File: src/rtl/sram_arbiter.sv
// Round-robin arbiter between a fetch port and a data port in front of a single-port SRAM.
// One request in flight; each access runs IDLE -> ACCESS -> WAIT -> RESP.
module sram_arbiter #(
    parameter int ADDR_WIDTH = 7,
    parameter int DATA_WIDTH = 32,
    localparam int BE_WIDTH = DATA_WIDTH / 8
) (
    input  logic                  clk,
    input  logic                  reset,
    input  logic                  if_req_valid,
    output logic                  if_req_ready,
    input  logic [ADDR_WIDTH-1:0] if_req_addr,
    output logic                  if_rsp_valid,
    input  logic                  if_rsp_ready,
    output logic [DATA_WIDTH-1:0] if_rsp_rdata,
    input  logic                  d_req_valid,
    output logic                  d_req_ready,
    input  logic                  d_req_we,
    input  logic [ADDR_WIDTH-1:0] d_req_addr,
    input  logic [BE_WIDTH-1:0]   d_req_be,
    input  logic [DATA_WIDTH-1:0] d_req_wdata,
    output logic                  d_rsp_valid,
    input  logic                  d_rsp_ready,
    output logic [DATA_WIDTH-1:0] d_rsp_rdata,
    output logic [ADDR_WIDTH-1:0] sram_addr_sel,
    output logic [BE_WIDTH-1:0]   sram_byte_sel,
    output logic                  sram_read_enable,
    output logic                  sram_write_enable,
    output logic [DATA_WIDTH-1:0] sram_datain,
    input  logic [DATA_WIDTH-1:0] sram_dataout
);

    typedef enum logic [1:0] {
        IDLE   = 2'd0,
        ACCESS = 2'd1,
        WAIT   = 2'd2,
        RESP   = 2'd3
    } state_t;

    state_t                state, state_next;
    logic                  last_grant;   // 1 = data port won last
    logic                  owner;        // 1 = data port owns the access in flight
    logic                  req_we;
    logic [ADDR_WIDTH-1:0] req_addr;
    logic [BE_WIDTH-1:0]   req_be;
    logic [DATA_WIDTH-1:0] req_wdata;
    logic [DATA_WIDTH-1:0] rsp_data;
    logic                  pick_data;
    logic                  idle_open;
    logic                  accept;
    logic                  rsp_hs;

    assign idle_open = (state == IDLE) && !reset;
    assign pick_data = d_req_valid && (!if_req_valid || !last_grant);
    assign accept    = idle_open && (if_req_valid || d_req_valid);
    assign rsp_hs    = owner ? d_rsp_ready : if_rsp_ready;

    always_ff @(posedge clk) begin
        if (reset) begin
            state <= IDLE;
        end else begin
            state <= state_next;
        end
    end

    always_comb begin
        state_next = state;
        case (state)
            IDLE:    if (accept) state_next = ACCESS;
            ACCESS:  state_next = WAIT;
            WAIT:    state_next = RESP;
            RESP:    if (rsp_hs) state_next = IDLE;
            default: state_next = IDLE;
        endcase
    end

    always_comb begin
        if_req_ready      = idle_open && if_req_valid && !pick_data;
        d_req_ready       = idle_open && pick_data;
        if_rsp_valid      = 1'b0;
        if_rsp_rdata      = '0;
        d_rsp_valid       = 1'b0;
        d_rsp_rdata       = '0;
        sram_addr_sel     = '0;
        sram_byte_sel     = '0;
        sram_read_enable  = 1'b0;
        sram_write_enable = 1'b0;
        sram_datain       = '0;
        case (state)
            ACCESS: begin
                sram_addr_sel     = req_addr;
                sram_read_enable  = !req_we;
                sram_write_enable = req_we;
                sram_byte_sel     = req_we ? req_be : '1;
                sram_datain       = req_we ? req_wdata : '0;
            end
            RESP: begin
                if (owner) begin
                    d_rsp_valid = 1'b1;
                    d_rsp_rdata = rsp_data;
                end else begin
                    if_rsp_valid = 1'b1;
                    if_rsp_rdata = rsp_data;
                end
            end
            default: ;
        endcase
    end

    always_ff @(posedge clk) begin
        if (reset) begin
            last_grant <= 1'b1;
            owner      <= 1'b0;
            req_we     <= 1'b0;
            req_addr   <= '0;
            req_be     <= '0;
            req_wdata  <= '0;
            rsp_data   <= '0;
        end else begin
            if (accept) begin
                last_grant <= pick_data;
                owner      <= pick_data;
                req_we     <= pick_data && d_req_we;
                req_addr   <= pick_data ? d_req_addr : if_req_addr;
                req_be     <= pick_data ? d_req_be : '0;
                req_wdata  <= pick_data ? d_req_wdata : '0;
            end
            // Write acks carry zero data; reads capture the SRAM output one cycle after ACCESS.
            if (state == WAIT) begin
                rsp_data <= req_we ? '0 : sram_dataout;
            end
        end
    end

endmodule

File: config.mk
export PLATFORM = sky130hd
export DESIGN_NAME = sram_arbiter
export DESIGN_NICKNAME = d
export VERILOG_FILES = /design/src/rtl/sram_arbiter.sv
export SDC_FILE = /design/constraint.sdc
export NUM_CORES = 1
export LEC_CHECK = 0
export CAP_MARGIN = 20
export CORE_MARGIN = 3
export CORE_UTILIZATION = 35
export CTS_CLUSTER_DIAMETER = 100
export CTS_CLUSTER_SIZE = 20
export DETAILED_ROUTE_END_ITERATION = 12
export PLACE_DENSITY_LB_ADDON = 0.2
export SYNTH_ARGS = -nofsm -noshare
export SYNTH_HDL_FRONTEND = slang
export SYNTH_SLANG_ARGS = --single-unit
File: constraint.sdc
create_clock -name clk -period 2.5 [get_ports clk]
set_clock_uncertainty 0.1 [all_clocks]
set_input_delay 0.375 -clock clk [delete_from_list [all_inputs] [get_ports clk]]
set_output_delay 0.375 -clock clk [all_outputs]
set_load 0.005 [all_outputs]
### After elaboration in Yosys (flattened, before gate mapping)

Index checks and enable logic that the tools add are counted.

| cells by class | value |
|---|---|
| reductions and logical operators | 16 |
| equal/unequal tests | 5 |
| multiplexer cells | 23 |

Operator list:

| operator | number |
|---|---|
| two-way mux 32 bit | 8 |
| two-way mux 7 bit | 2 |
| two-way mux 4 bit | 3 |
| case mux 2 bit (4 select lines) | 1 |
| logical AND 1 bit | 7 |
| two-way mux 1 bit | 7 |
| logical NOT 1 bit | 5 |
| == test 2 bit (second input constant) | 2 |
| two-way mux 2 bit | 2 |
| inequality test 2 bit (second input constant) | 2 |
| == test 2 x 1 -> 1 bit (second input constant) | 1 |
| logical NOT 2 bit | 1 |
| logical OR 1 bit | 2 |
| AND reduction 2 bit | 1 |

| storage, ports and cells | value |
|---|---|
| bits of input ports | 89 |
| register bits after elaboration | 80 |
| output and inout port bits | 113 |
| word-level logic and storage cells | 52 |

### Longest topological paths before layout

Gate-level depths: netlist of the first run.

| depth | value |
|---|---|
| depth after elaboration | 5 |
| mapped depth | 8 |
| mapped depth without buffers | 6 |

### Worst setup path after synthesis of the first run

No wires, ideal clock.

| timing path | value |
|---|---|
| kind | reg-to-output |
| start | reg state[0] |
| end | out if_rsp_rdata[22] |
| required time | 2.025 ns |
| stages on the path, launching flop included | 5 |
| path buffers | 1 |
| data arrival time | 1.263 ns |
| path slack | 0.762 ns |
| cells stage by stage | dfxtp_1 ha_1 nor2b_1 clkbuf_1 and2_1 |

| on the way | value |
|---|---|
| word-level cells in the longest chain between the ends | 2 |

Ends and longest elaborated chain:

| element | line | text |
|---|---|---|
| start: declaration | 40 | `state_t state, state_next;` |
| start signal: assignment | 62 | `state <= state_next;` |
| == test 2 bit | 89 | `case (state)` |
| two-way mux 32 bit | 89 |  |
| end: declaration | 15 | `output logic [DATA_WIDTH-1:0] if_rsp_rdata,` |

Every way passes these cells.

### Worst setup path after layout of the first run

| timing path | value |
|---|---|
| start | reg state[0] |
| end | out if_rsp_rdata[0] |

The elaborated chain is that of the path after synthesis.

==> results of run 1 <==
## Yosys cell counts
cell type	instances	area, sq um
and3_1	64	400
o21a_1	1	7.51
a31o_2	8	70.1
a21boi_0	5	37.5
and2_1	41	257
nor2_1	51	191
nor2b_1	35	219
inv_1	7	26.3
buf_6	3	33.8
a21boi_2	1	11.3
a21oi_1	34	170
buf_2	9	45.0
nand2_1	5	18.8
nor2_2	27	169
mux2i_1	9	90.1
ha_1	4	50.1
buf_12	5	100
a22oi_2	37	463
o21ai_2	1	8.76
nor2b_4	1	13.8
clkbuf_1	28	105
and2_4	1	8.76
dfxtp_1	80	1600
## through the flow
step | total power [mW] | cells | setup TNS, ns
2_1_floorplan | 2.60 | 457 | 0
3_3_place_gp | 3.06 | 766 | 0
3_5_place_dp | 3.10 | 766 | 0
4_1_cts | 4.57 | 782 | 0
5_1_grt | 4.80 | 783 | -0.00485
6_report | 4.52 | 783 | 0
## registers in the layout, indices dropped and copies added (netlist names)
signal / flops
req_we: 1
req_wdata: 32
req_addr: 7
owner: 1
rsp_data: 32
state: 2
req_be: 4
last_grant: 1
## power by group through the flow
stage	clock (mW)	combinational, mW	sequential [mW]
after floorplan	0	1.01	1.59
after global routing	1.54	1.60	1.66
after detailed placement	0	1.45	1.65
after CTS	1.49	1.45	1.63
after global placement	0	1.42	1.64
final	1.44	1.45	1.63
## cell type report
cell class	count	area, sq um
inverter	7	26.3
multi-input combinational	325	2200
timing repair buffer	215	2150
clock buffer	14	274
clock inverter	2	60.1
fill	1024	4630
sequential	80	1600
tap	140	175
## layer usage
layer  part of all wire  vias to the layer above  GRT usage
li1                   -                     1901          -
met1               0.43                     1768      0.221
met2               0.48                      115      0.307
met3              0.066                       20     0.0555
met4              0.020                        0     0.0625
met5                  0                        -          0
## worst max-delay path, delay by kind of cell (launching register included)
kind / cells / cell delay [ns]
fa+ha+maj: 1 / 0.19
buf+inv: 2 / 0.68
flops: 1 / 0.38
simple gates: 2 / 0.33
## cell usage in the layout (no fill, tap or decap)
cell,n
buf_12,2
and3_1,64
and2_1,41
a21boi_1,1
buf_2,1
clkbuf_1,2
nor2_1,51
nor2b_2,1
nor2_2,27
bufinv_16,2
dfxtp_2,2
o21a_1,1
clkbuf_8,3
ha_1,4
nand2_1,5
clkbuf_16,9
dfxtp_1,78
nor2b_1,33
nor2b_4,2
a21boi_0,4
a21boi_2,1
a21oi_1,34
buf_4,10
mux2i_1,9
buf_8,1
a22oi_2,37
o21ai_4,1
buf_6,1
clkdlybuf4s50_1,200
and2_4,1
a31o_2,8
inv_1,7
## cells by family after synthesis
logic type / after synthesis / share of synthesized area
simple gates: 225 / 0.312
mux: 9 / 0.0220
compound gates: 87 / 0.187
flops: 80 / 0.391
fa+ha+maj: 4 / 0.0122
buf+inv: 52 / 0.0757
## worst paths after layout
| kind | startpoint | endpoint | slack (ns) |
|---|---|---|---|
| worst max register to register | state[0]$_SDFFE_PP0P_ | req_wdata[30]$_SDFFE_PP0P_ | 0.52 |
| worst min register to register | req_addr[5]$_SDFFE_PP0P_ | req_addr[5]$_SDFFE_PP0P_ | 0.38 |
| worst max-delay path | state[0]$_SDFFE_PP0P_ | if_rsp_rdata[0] | 0.11 |
| worst min-delay path | req_addr[5]$_SDFFE_PP0P_ | req_addr[5]$_SDFFE_PP0P_ | 0.38 |
## timing repair
action / in CTS / in global routing
resized for setup: 1 / 9
endpoints found under the setup margin: 1 / 43
hold buffers: 0 / 0
gates cloned: 0 / 1
hold endpoints to repair: 0 / 0
==> results.cfg, run 1 <==
[outcome]
status = finished clean

[cts]
cts_buffers = 9
htreeDepth = 3
cts_sinks = 80
clkTransAtPathRegs_ns = 0.06
cts_root_buf = clkbuf_16
cts_max_path_buffers = 2
postCtsSetupRepairBufs = 0
tritoncts = yes
clk_latency_ns = 0.33

[placement]
post-place-ws_ns = 0.127
gp_congestion = 0.761
io_buffers = 201
placed_area_sq_um = 6130
dpl.hpwl_um = 8690

[grt]
grtUsageTotal = 0.182
overflow = 0
grt_pass1_vias = 3826
grt_pass1_wl_um = 19300
grt_max_degree = 72
antenna_found_initial = 0

[routing]
antenna_left = 0
viasPerCell = 4.86
post_drt_wl_per_cell_um = 15.7
vias = 3804
wirelength_um = 12300
drtIter0Drc = 185
first_pass_iters = 4
drcViolationCount = 0

[setup_path]
cp.required_ns = 2.03
path_max_fanout = 17
critPathSlowestCell = clkdlybuf4s50_1
cp.arrival_ns = 1.91
path_cells = ha_1 -> nor2b_4 -> buf_8 -> and2_1 -> clkdlybuf4s50_1
reg2reg_depth = 7
worstSetupEndpointType = output port
cp_slowest_stage_delay_ns = 0.51
start_kind = flip-flop
critPathKind = reg -> out

[timing]
setup_violations = 0
hold_slack_ns = 0.375
worst_slew_pin_slew_ns = 0.918
fin_ws_ns = 0.110
hold_viol_final = 0
period_share = 0.956
clock.fmax_ghz = 0.418
relSlewSlack = 0.388
rsz0062_at_grt = yes
slew_viol_final = 0
finalCriticalPeriod_ns = 2.39

[power_and_ir_drop]
power_density_nw_per_um2 = 697
power_leakage_nw = 2.64
clkPwrFrac = 0.319
internal_power_mw = 3.13
swShare = 0.308
p_switching_mw = 1.39
p_seq_frac = 0.361
combPwrFrac = 0.319
ir_worst_vdd_v = 0.000386

[cells_and_area]
area_growth_pct = 58.4
design_area_sq_um = 6490
drive_above_1_share = 0.170
layout.nets = 731
diodes = 0
utilization = 0.583

[logic_synthesis]
synthCells = 457
yosys_warnings = 0
avgSynthCellArea_sq_um = 8.97
synth_cell_types = 23
synth_area_sq_um = 4100
ys_ff_latch = 80
synth_nets = 550
ys_seq_area_frac = 0.391

[die]
coreArea_sq_um = 11100
dieArea_sq_um = 13000
start_util = 0.368
fp.dieH_um = 114
row_count = 38
io_pins = 202
die_w_um = 114

[worst_hold_path]
worstHoldPathCells = 1
hold_class = reg -> reg

[job]
max_cap_violations = 0
Note: power is estimated with default switching activity, not from simulation.
==> run 2, diff against run 1 <==
Settings changed: ABC_AREA from default to 1.
==> run 2 against run 1 <==
Net effect: via count increased by 12%; routed wire length fell by 1.6%; clock-buffer cell count unchanged; critical path depth grew 1; fmax up 1.8%; setup slack improved by 0.041 ns; die area is 3.0% lower; sequential share of layout area rose by 0.52 points; final cell count grew 17%; sequential power fell by 4%; combinational power is 9% lower; register-to-register slack improved by 0.03 ns.
==> results.cfg, run 2 <==
[outcome]
status = finished clean

[power_and_ir_drop]
power_leakage_nw = 2.23
power_mw = 4.24
power_density_nw_per_um2 = 668
ir_worst_vdd_v = 0.000385

[timing]
slew_viol_final = 0
finalCriticalPeriod_ns = 2.35
relSlewSlack = 0.478
hold_viol_final = 0
clock.fmax_ghz = 0.426
hold_slack_ns = 0.272
setup_tns_ns = 0
rsz0062_at_grt = no
setup_violations = 0
worst_slew_pin_slew_ns = 0.783
period_share = 0.939

[grt]
grt_pass1_wl_um = 19900
grtUsageTotal = 0.189
busiest_layer = met2
grtUsageMet2 = 0.338
grt_max_degree = 72
grt_pass1_vias = 4149
use_met3 = 0.0399
grt_util_met1 = 0.226
antenna_found_initial = 0
overflow = 0

[logic_synthesis]
synth_edf_count = 0
synthArstFlopShare = 0
yosys-top-cells-area = dfxtp_1 40%, nor2_1 11%, a21oi_1 9.0%
synth_common_cells = 115 x nor2_1, 82 x inv_1, 80 x dfxtp_1, 71 x a21oi_1, 70 x nand3_1
avgSynthCellArea_sq_um = 6.75
synthCells = 588
synth_nets = 681
synthFlopType = dfxtp_1
synth_cell_types = 21
synth_top_area_frac = 0.404
synth_area_sq_um = 3970
ys_seq_area_frac = 0.404
ys_ff_latch = 80
yosys_warnings = 0
yosysMostFrequentCell = nor2_1
synth_area_leader_cell = dfxtp_1

[die]
start_util = 0.361
dieArea_sq_um = 12700
row_count = 38
fp.dieH_um = 112
die_w_um = 112
coreArea_sq_um = 11000
io_pins = 202

[setup_path]
path_max_fanout = 22
worstSetupEndpointType = output port
cp.required_ns = 2.03
critPathKind = reg -> out
start_kind = flip-flop
cp.arrival_ns = 1.87

[routing]
drcViolationCount = 0
antenna_left = 0
first_pass_iters = 4
drtIter0Drc = 227
vias = 4253
viasPerCell = 4.64
post_drt_wl_per_cell_um = 13.2
wirelength_um = 12100

[cts]
cts_sinks = 80
postCtsSetupRepairBufs = 0
tritoncts = yes
clkTransAtPathRegs_ns = 0.06
cts_buffers = 9
htreeDepth = 3
cts_max_path_buffers = 2
cts_root_buf = clkbuf_16
ctsHoldBuffers = 0
clk_latency_ns = 0.32
cts_resized = 0

[cells_and_area]
top_regs = req_wdata x32, rsp_data x32, req_addr x7
diodes = 0
layout.nets = 864
mostFrequentLayoutCell = clkdlybuf4s50_1
area_growth_pct = 59.9
fill_cells = 1078
final_cell_mix = 200 x clkdlybuf4s50_1, 115 x nor2_1, 82 x inv_1
drive_above_1_share = 0.0992

[worst_hold_path]
hold_class = in -> reg

[placement]
dpl.hpwl_um = 8870
gp_congestion = 0.783
io_buffers = 201

[job]
max_cap_violations = 0
run 2: worst paths after layout:
path                                   start                    endpoint  slack (ns)  depth (start not counted)
hold / removal                         reset     last_grant$_SDFFE_PP1P_        0.27                          3
setup / recovery       state[1]$_SDFFE_PP0P_              sram_datain[8]        0.15                          6
hold reg to reg   req_wdata[27]$_SDFFE_PP0P_  req_wdata[27]$_SDFFE_PP0P_        0.36                          2
setup reg to reg       state[0]$_SDFFE_PP0P_    req_addr[3]$_SDFFE_PP0P_        0.55                          8
run 2: final cells by class:
| class | count | area, sq um | area share |
|---|---|---|---|
| clock inverter | 2 | 35.0 | 0.00552 |
| clock buffer | 14 | 284 | 0.0447 |
| timing repair buffer | 214 | 2120 | 0.334 |
| tap | 140 | 175 | 0.0276 |
| multi-input combinational | 380 | 1810 | 0.285 |
| inverter | 86 | 323 | 0.0509 |
| sequential | 80 | 1600 | 0.252 |
run 2: cells by family (layout without fill, tap and decap cells):
kind of cell	Yosys count	count (layout)	share of synthesized area
DFF	80	80	0.404
buffers and inverters	128	316	0.141
adders and majority gates	4	4	0.0126
AOI/OAI and AO/OA	85	85	0.108
and+or+nand+nor	291	291	0.335
run 2: worst max-delay path, stage by stage (launching register included):
cell and delay (ns):
dfxtp_1 0.34, inv_1 0.08, ha_1 0.18, nand2_1 0.09, buf_4 0.22, nor2_1 0.12, clkdlybuf4s50_1 0.52
run 2: layer usage:
layer,wire length [um],vias up
met5,0,-
met4,217,0
met3,675,17
met2,6070,123
met1,5160,1934
li1,-,2179
run 2: per-stage QoR:
| stage | setup slack, ns | utilization | cell area [sq um] | cells |
|---|---|---|---|---|
| floorplan | 0.801 | - | 3970 | 588 |
| global placement | 0.277 | 0.549 | 6030 | 900 |
| detailed placement | 0.257 | 0.549 | 6030 | 900 |
| CTS | 0.107 | 0.578 | 6350 | 916 |
| global route | 0.0166 | 0.578 | 6350 | 916 |
| finish | 0.152 | 0.578 | 6350 | 916 |
run 2: power by group:
part           internal (mW)  switching (mW)  leakage, nW
sequential              1.48          0.0794        0.651
clock                  0.881           0.483        0.159
combinational          0.585           0.731         1.42
total                   2.94            1.29         2.23
==> run 3, diff against run 2 <==
Clock period 2.5 ns to 2.07 ns, I/O delays scaled along.
==> run 3 against run 2 <==
Net effect: the flow now finishes with violations (setup timing); global-route usage increased by 0.84 points; total power up 27%; first-iteration DRC count increased by 29%; setup slack worse by 0.19 ns; critical endpoint is now d_req_ready; combinational power grew 38%; clock-buffer cell count is the same; die area did not move; non-clock buffer count grew 24; critical path depth up 1; critical path type unchanged.
==> results.cfg, run 3 (synthesis results as in run 2) <==
[routing]
viasPerCell = 4.69
antenna_left = 0
vias = 4411
post_drt_wl_per_cell_um = 14.5
drcViolationCount = 0
drtIter0Drc = 292
first_pass_iters = 5
wirelength_um = 13600

[timing]
slew_viol_final = 0
clock.fmax_ghz = 0.474
rsz0062_at_grt = yes
fin_ws_ns = -0.0382
period_share = 1.02
relSlewSlack = 0.488
worst_slew_pin_slew_ns = 0.768
hold_viol_final = 0
setup_violations = 1
setup_tns_ns = -0.0382
finalCriticalPeriod_ns = 2.11

[power_and_ir_drop]
clkPwrFrac = 0.306
power_leakage_nw = 3.72
swShare = 0.314
power_mw = 5.39
power_density_nw_per_um2 = 794
p_switching_mw = 1.69
p_seq_frac = 0.357
internal_power_mw = 3.70
ir_worst_vdd_v = 0.000532
combPwrFrac = 0.338

[worst_hold_path]
worstHoldPathCells = 3
hold_class = in -> reg
min_to = last_grant$_SDFFE_PP1P_
worstHoldStart = reset

[setup_path]
rr_endpoint = req_addr[5]$_SDFFE_PP0P_
critPathKind = reg -> out
reg2reg_from = state[1]$_SDFFE_PP0P_
worstSetupStartpoint = state[1]$_SDFFE_PP0P_
worstSetupEndpointType = output port
critPathSlowestCell = clkdlybuf4s50_1
path_max_fanout = 4
cp.required_ns = 1.66
cp_slowest_stage_delay_ns = 0.49
reg2reg_depth = 8
start_kind = flip-flop
cp.arrival_ns = 1.70
r2r_slack_ns = 0.33
path_cells = inv_4 -> ha_4 -> nand2_2 -> nor2_4 -> nand2_1 -> inv_1 -> clkdlybuf4s50_1

[die]
start_util = 0.361
coreArea_sq_um = 11000
dieArea_sq_um = 12700
io_pins = 202
row_count = 38
die_w_um = 112
fp.dieH_um = 112

[cts]
tritoncts = yes
clkTransAtPathRegs_ns = 0.06
cts_root_buf = clkbuf_16
htreeDepth = 3
cts_sinks = 80
cts_max_path_buffers = 2
clk_latency_ns = 0.32
cts_buffers = 9

[cells_and_area]
layout.nets = 888
drive_above_1_share = 0.160
diodes = 0
top_regs = req_wdata x32, rsp_data x32, req_addr x7
mostFrequentLayoutCell = nor2_1
area_growth_pct = 71.1
final_cell_mix = 108 x nor2_1, 88 x clkdlybuf4s50_1, 80 x inv_1

[outcome]
violations = setup timing
status = complete, but fails checks

[grt]
overflow = 0
antenna_found_initial = 0
grt_pass1_vias = 4272
grt_max_degree = 72
grt_pass1_wl_um = 20700
grtUsageTotal = 0.198

[placement]
dpl.hpwl_um = 9120
io_buffers = 201
gp_congestion = 0.807
post-place-ws_ns = -0.00980

[job]
max_cap_violations = 0
[run 3: changes by cell type in the layout (fill, tap and decap cells not counted), sizes merged]
cell,change
clkdlybuf4s50,-112
dlymetal6s2s,+62
dlygate4sd2,+32
buf,+22
clkbuf,+12
clkdlybuf4s15,+8
[run 3: power by group through the flow]
stage	combinational (mW)	sequential (mW)	clock, mW
6_report	1.82	1.92	1.65
5_1_grt	2.04	1.95	1.76
4_1_cts	1.72	1.90	1.69
3_5_place_dp	1.69	1.92	0
3_3_place_gp	1.65	1.90	0
2_1_floorplan	1.05	1.89	0
[run 3: area by class of cell]
| type | count | area (sq um) |
|---|---|---|
| multi-input combinational | 380 | 1900 |
| tap | 140 | 175 |
| inverter | 86 | 328 |
| fill | 977 | 4190 |
| sequential | 80 | 1610 |
| clock inverter | 2 | 35.0 |
| timing repair buffer | 238 | 2460 |
| clock buffer | 14 | 284 |
[run 3: timing repair]
| item | in CTS | in global routing |
|---|---|---|
| cloned | 2 | 3 |
| pin swaps | 1 | 0 |
| hold buffers | 0 | 0 |
| setup endpoints to repair | 113 | 76 |
| resized for setup | 71 | 105 |
| buffers inserted | 3 | 11 |
[run 3: critical path: cells and delay by family, from the launching register on]
family	cells	cell delay, ns
adder cells (fa/ha/maj)	1	0.14
buffers and inverters	3	0.63
flip-flops	1	0.37
AND/OR/NAND/NOR	3	0.24
[run 3: per-layer routing]
metal	part of all wire	global-route usage	vias to the layer above
met3	0.055	0.0447	19
met4	0.019	0.0681	0
met5	0	0	-
li1	-	-	2229
met1	0.42	0.236	2036
met2	0.50	0.348	127
[run 3: worst max-delay path by stage]
| stage | endpoint | slack, ns |
|---|---|---|
| final | d_req_ready | -0.04 |
| after global placement | d_req_ready | 0.05 |
| after detailed placement | d_req_ready | -0.01 |
| after CTS | if_rsp_rdata[24] | -0.14 |
| after global routing | d_req_ready | -0.15 |
| after floorplan | sram_write_enable | 0.44 |
[run 3: stage by stage]
step / area [sq um] / cells / util / hold slack (ns)
after floorplan: 3970 / 588 / - / 0.329
after global placement: 6100 / 905 / 0.556 / 0.352
after detailed placement: 6100 / 905 / 0.556 / 0.355
after CTS: 6450 / 926 / 0.588 / 0.201
after global routing: 6790 / 940 / 0.618 / 0.230
final: 6790 / 940 / 0.618 / 0.212
==> patch 1 (flow settings as in run 3) <==
Re-encode `state_t` (4 states) as Gray code, 2 bits wide.
--- a/src/rtl/sram_arbiter.sv
+++ b/src/rtl/sram_arbiter.sv
@@ -33,6 +33,6 @@
     typedef enum logic [1:0] {
-        IDLE   = 2'd0,
-        ACCESS = 2'd1,
-        WAIT   = 2'd2,
-        RESP   = 2'd3
+        IDLE   = 2'b00,
+        ACCESS = 2'b01,
+        WAIT   = 2'b11,
+        RESP   = 2'b10
     } state_t;
Behaviour: no difference found for any inputs over 10 cycles, from zero or initial values and one cycle with reset high; not proved beyond that.
==> patch 1 against run 3 <==
The flow still finishes with violations (negative setup slack); sequential cell count unchanged; critical path depth decreased by 1; worst setup slack got worse by 0.087 ns; design area decreased by 4.6%; die area decreased by 3.1%; global-route usage about the same; synthesized area decreased by 3.3%; highest routed layer unchanged; non-clock buffer count decreased by 10; critical endpoint is now sram_datain[30]; routed wire length decreased by 0.51%.
Power is not compared: it rests on default switching activity, and its combinational part moved more than twofold at a synthesized area within 25%.
==> patch 1: results (changes against run 3) <==
Global routing
  – Vias in the first global route: 4153 (was 4272)
  – Global Route Usage Sum: 19.8% (about the same)
  – Largest net degree at the start of global routing: 65 (was 72)

Worst setup path
  – CP endpoint: sram_datain[30] (was d_req_ready)
  – Critical Path Start: state[0] (was state[1])
  – R2R setup slack: 0.62 ns (was 0.33 ns)
  – Highest net fanout along the worst path: 22 (was 4)
  – Length in cells of the worst reg-to-reg path: 7 (was 8)
  – Critical Path Max Stage Delay: 0.51 ns (was 0.49 ns)

Clock tree
  – Root Driver: clkbuf_8 (was clkbuf_16)
  – Clk_lat worst skew: 0.34 ns (was 0.32 ns)
  – Post-CTS setup buffer count: 0 (was 3)

Synth
  – Synth Area in Adders: 0% (was 1.26%)
  – Avg Cell Area, Syn: 6.80 um^2 (was 6.75 um^2)
  – Register area share after synthesis: 41.7% (was 40.4%)
  – Cells after Synth: 564 (was 588)

Routing
  – Vias/cell: 4.90 (was 4.69)
  – Starting DRT DRC Count: 364 (was 292)

Outcome
  – Status: finished, violations left (unchanged)
  – Failing checks: negative setup slack (unchanged)

Placement
  – Placed Instances: 877 (was 905)
  – Place WS: -0.00477 ns (was -0.00980 ns)

STA
  – Final setup vio count: 28 (was 1)
  – Total negative slack: -2.43 ns (was -0.0382 ns)
  – Setup WS post-layout: -0.125 ns (was -0.0382 ns)

Final layout
  – Non-clk invs: 55 (was 86)
  – Fill cells: 1007 (was 977)
  – Fraction of area in multi-input gates: 28.1% (was 28.0%)
  – Layout clock area frac: 4.25% (was 4.70%)
  – Area grow syn2layout: 68.9% (was 71.1%)
  – Multi-Input Combinational: 386 (was 380)
## patch 1: cell count changes after synthesis, moves of 4 or more
cell	delta
nand3_1	-22
nand3_2	-9
inv_1	-33
ha_1	-4
o21ai_0	-10
buf_2	+16
clkbuf_1	-17
a211oi_1	+33
or2_2	-32
nand2_1	+47
## patch 1: power groups by stage
stage	Combinational [mW]	Sequential, mW	Clock [mW]
2_1_floorplan	0.320	1.67	0
3_3_place_gp	0.616	1.68	0
3_5_place_dp	0.627	1.68	0
4_1_cts	0.621	1.64	1.58
5_1_grt	0.723	1.66	1.65
6_report	0.656	1.65	1.55
## patch 1: per-layer routing
metal	wire length, um	global-route usage [%]	vias to the layer above
met1	5810	24.7	2040
met3	844	4.75	26
li1	-	-	2186
met4	272	6.73	0
met2	6610	33.3	166
met5	0	0	-
## patch 1: critical path, delay by kind of cell, from the launching register on
kind | cells | cell delay, ns
buffers and inverters | 4 | 0.84
flip-flops | 1 | 0.38
AND/OR/NAND/NOR | 2 | 0.22
==> patch 2 (flow settings as in run 3) <==
Without the edit above. `ADDR_WIDTH`: 7 -> 9.
--- a/src/rtl/sram_arbiter.sv
+++ b/src/rtl/sram_arbiter.sv
@@ -3,3 +3,3 @@
 module sram_arbiter #(
-    parameter int ADDR_WIDTH = 7,
+    parameter int ADDR_WIDTH = 9,
     parameter int DATA_WIDTH = 32,
Interface: changed (resized d_req_addr, if_req_addr and sram_addr_sel); port bits go from 202 to 208. The function was not compared with the original's and may differ.
==> patch 2 against run 3 <==
Worst hold slack worse by 0.023 ns; sequential cell count is 2 higher; design area shrank 2.2%; first-iteration DRC count decreased by 3.4%; sequential share of layout area grew 1.1 points; routed wire length increased by 1.6%; total power fell by 1.0%; synthesized area increased by 3.2%; worst setup slack improved by 0.080 ns; core utilization is 2.2 points lower; critical path depth unchanged; critical path type unchanged.
==> patch 2: results (changes against run 3) <==
Final layout
  – Fill cells: 1048 (was 977)
  – Non-Clock Buffer Count: 236 (was 238)
  – Non-clk invs: 91 (was 86)
  – Layout cell share with drive strength beyond 1: 14.4% (was 16.0%)
  – Layout clock area frac: 3.92% (was 4.70%)
  – Multi-input logic area: 1950 um^2 (was 1900 um^2)
  – Nets: 913 (was 888)
  – Regs by FF count: req_wdata x32, rsp_data x32, req_addr x9 (was req_wdata x32, rsp_data x32, req_addr x7)
  – Multi-Input Combinational: 396 (was 380)
  – Sequential cell area share: 24.8% (was 23.7%)

Synth
  – Mapped Nets: 711 (was 681)
  – Compound-Gate Fraction of Synth Area: 10.3% (was 10.8%)
  – Synth Area in Adders: 1.22% (was 1.26%)
  – Register area share after synthesis: 40.1% (was 40.4%)
  – Post-synth cell types: 23 (was 21)
  – Synth area leaders: dfxtp_1 (40%), nor2_1 (10%), a21oi_1 (8.7%) (was dfxtp_1 (40%), nor2_1 (11%), a21oi_1 (9.0%))
  – Seq cells post-synth: 82 (was 80)

Placement
  – RD Place Congestion: 0.794 (was 0.807)
  – Buffers on Ports: 207 (was 201)
  – Hpwl dp: 9400 um (was 9120 um)

STA
  – WHS: 0.189 ns (was 0.212 ns)

Routing
  – Routed wl met2: 6720 um (was 6830 um)
  – Total Wirelength: 13800 um (was 13600 um)
  – Wire length on met3: 860 um (was 745 um)
  – Met1 WL: 6040 um (was 5770 um)
  – Drt pass-1 iters: 4 (was 5)
  – Vias/cell: 4.79 (was 4.69)

Outcome
  – Status: finished, final reports clean (was finished, violations left)

Global routing
  – Vias in the first global route: 4538 (was 4272)
  – First-pass GRT wire length: 22300 um (was 20700 um)
  – Routing usage on met1: 26.7% (was 23.6%)
  – Met2 GRT Util: 35.6% (was 34.8%)

Worst setup path
  – CP endpoint: sram_datain[2] (was d_req_ready)
  – Crit path DAT: 1.62 ns (was 1.70 ns)
  – R2R setup slack: 0.40 ns (was 0.33 ns)
  – Slowest cell on crit path: dfxtp_4 (was clkdlybuf4s50_1)
  – RR Endpoint: req_addr[2] (was req_addr[5])
  – Critical Path Max Stage Delay: 0.37 ns (was 0.49 ns)
  – Highest net fanout along the worst path: 16 (was 4)
  – Length in cells of the worst reg-to-reg path: 9 (was 8)

Power
  – Peak VDD IR: 480 uV (was 532 uV)
  – Clk pwr share: 26.9% (was 30.6%)
  – Int Power: 3.59 mW (was 3.70 mW)
## patch 2: cell count changes after synthesis, moves of 5 or more
cell	change
nand2_1	+18
clkbuf_1	+5
o21ai_0	-7
o21ai_1	+5
inv_1	+6
## patch 2: timing repair
item	in CTS	in global routing
pin swaps	3	1
gates resized for setup	185	21
setup endpoints to repair	113	28
hold buffers	0	0
buffers inserted	7	1
gates cloned	3	0
## patch 2: stage by stage
| stage | instances | TNS (ns) | setup slack [ns] | instance area, um^2 | power (mW) |
|---|---|---|---|---|---|
| finish | 958 | 0 | 0.0414 | 6640 | 5.34 |
| global route | 958 | -0.0128 | -0.0128 | 6640 | 5.67 |
| detailed placement | 934 | -0.00803 | -0.00803 | 6300 | 3.76 |
| floorplan | 614 | 0 | 0.541 | 4100 | 3.07 |
| global placement | 934 | 0 | 0.0339 | 6300 | 3.69 |
| CTS | 957 | -0.139 | -0.0947 | 6610 | 5.33 |
## patch 2: tightest hold or removal path: stages
cell	delay [ns]
buf_2	0.11
inv_4	0.07
nand3_1	0.08
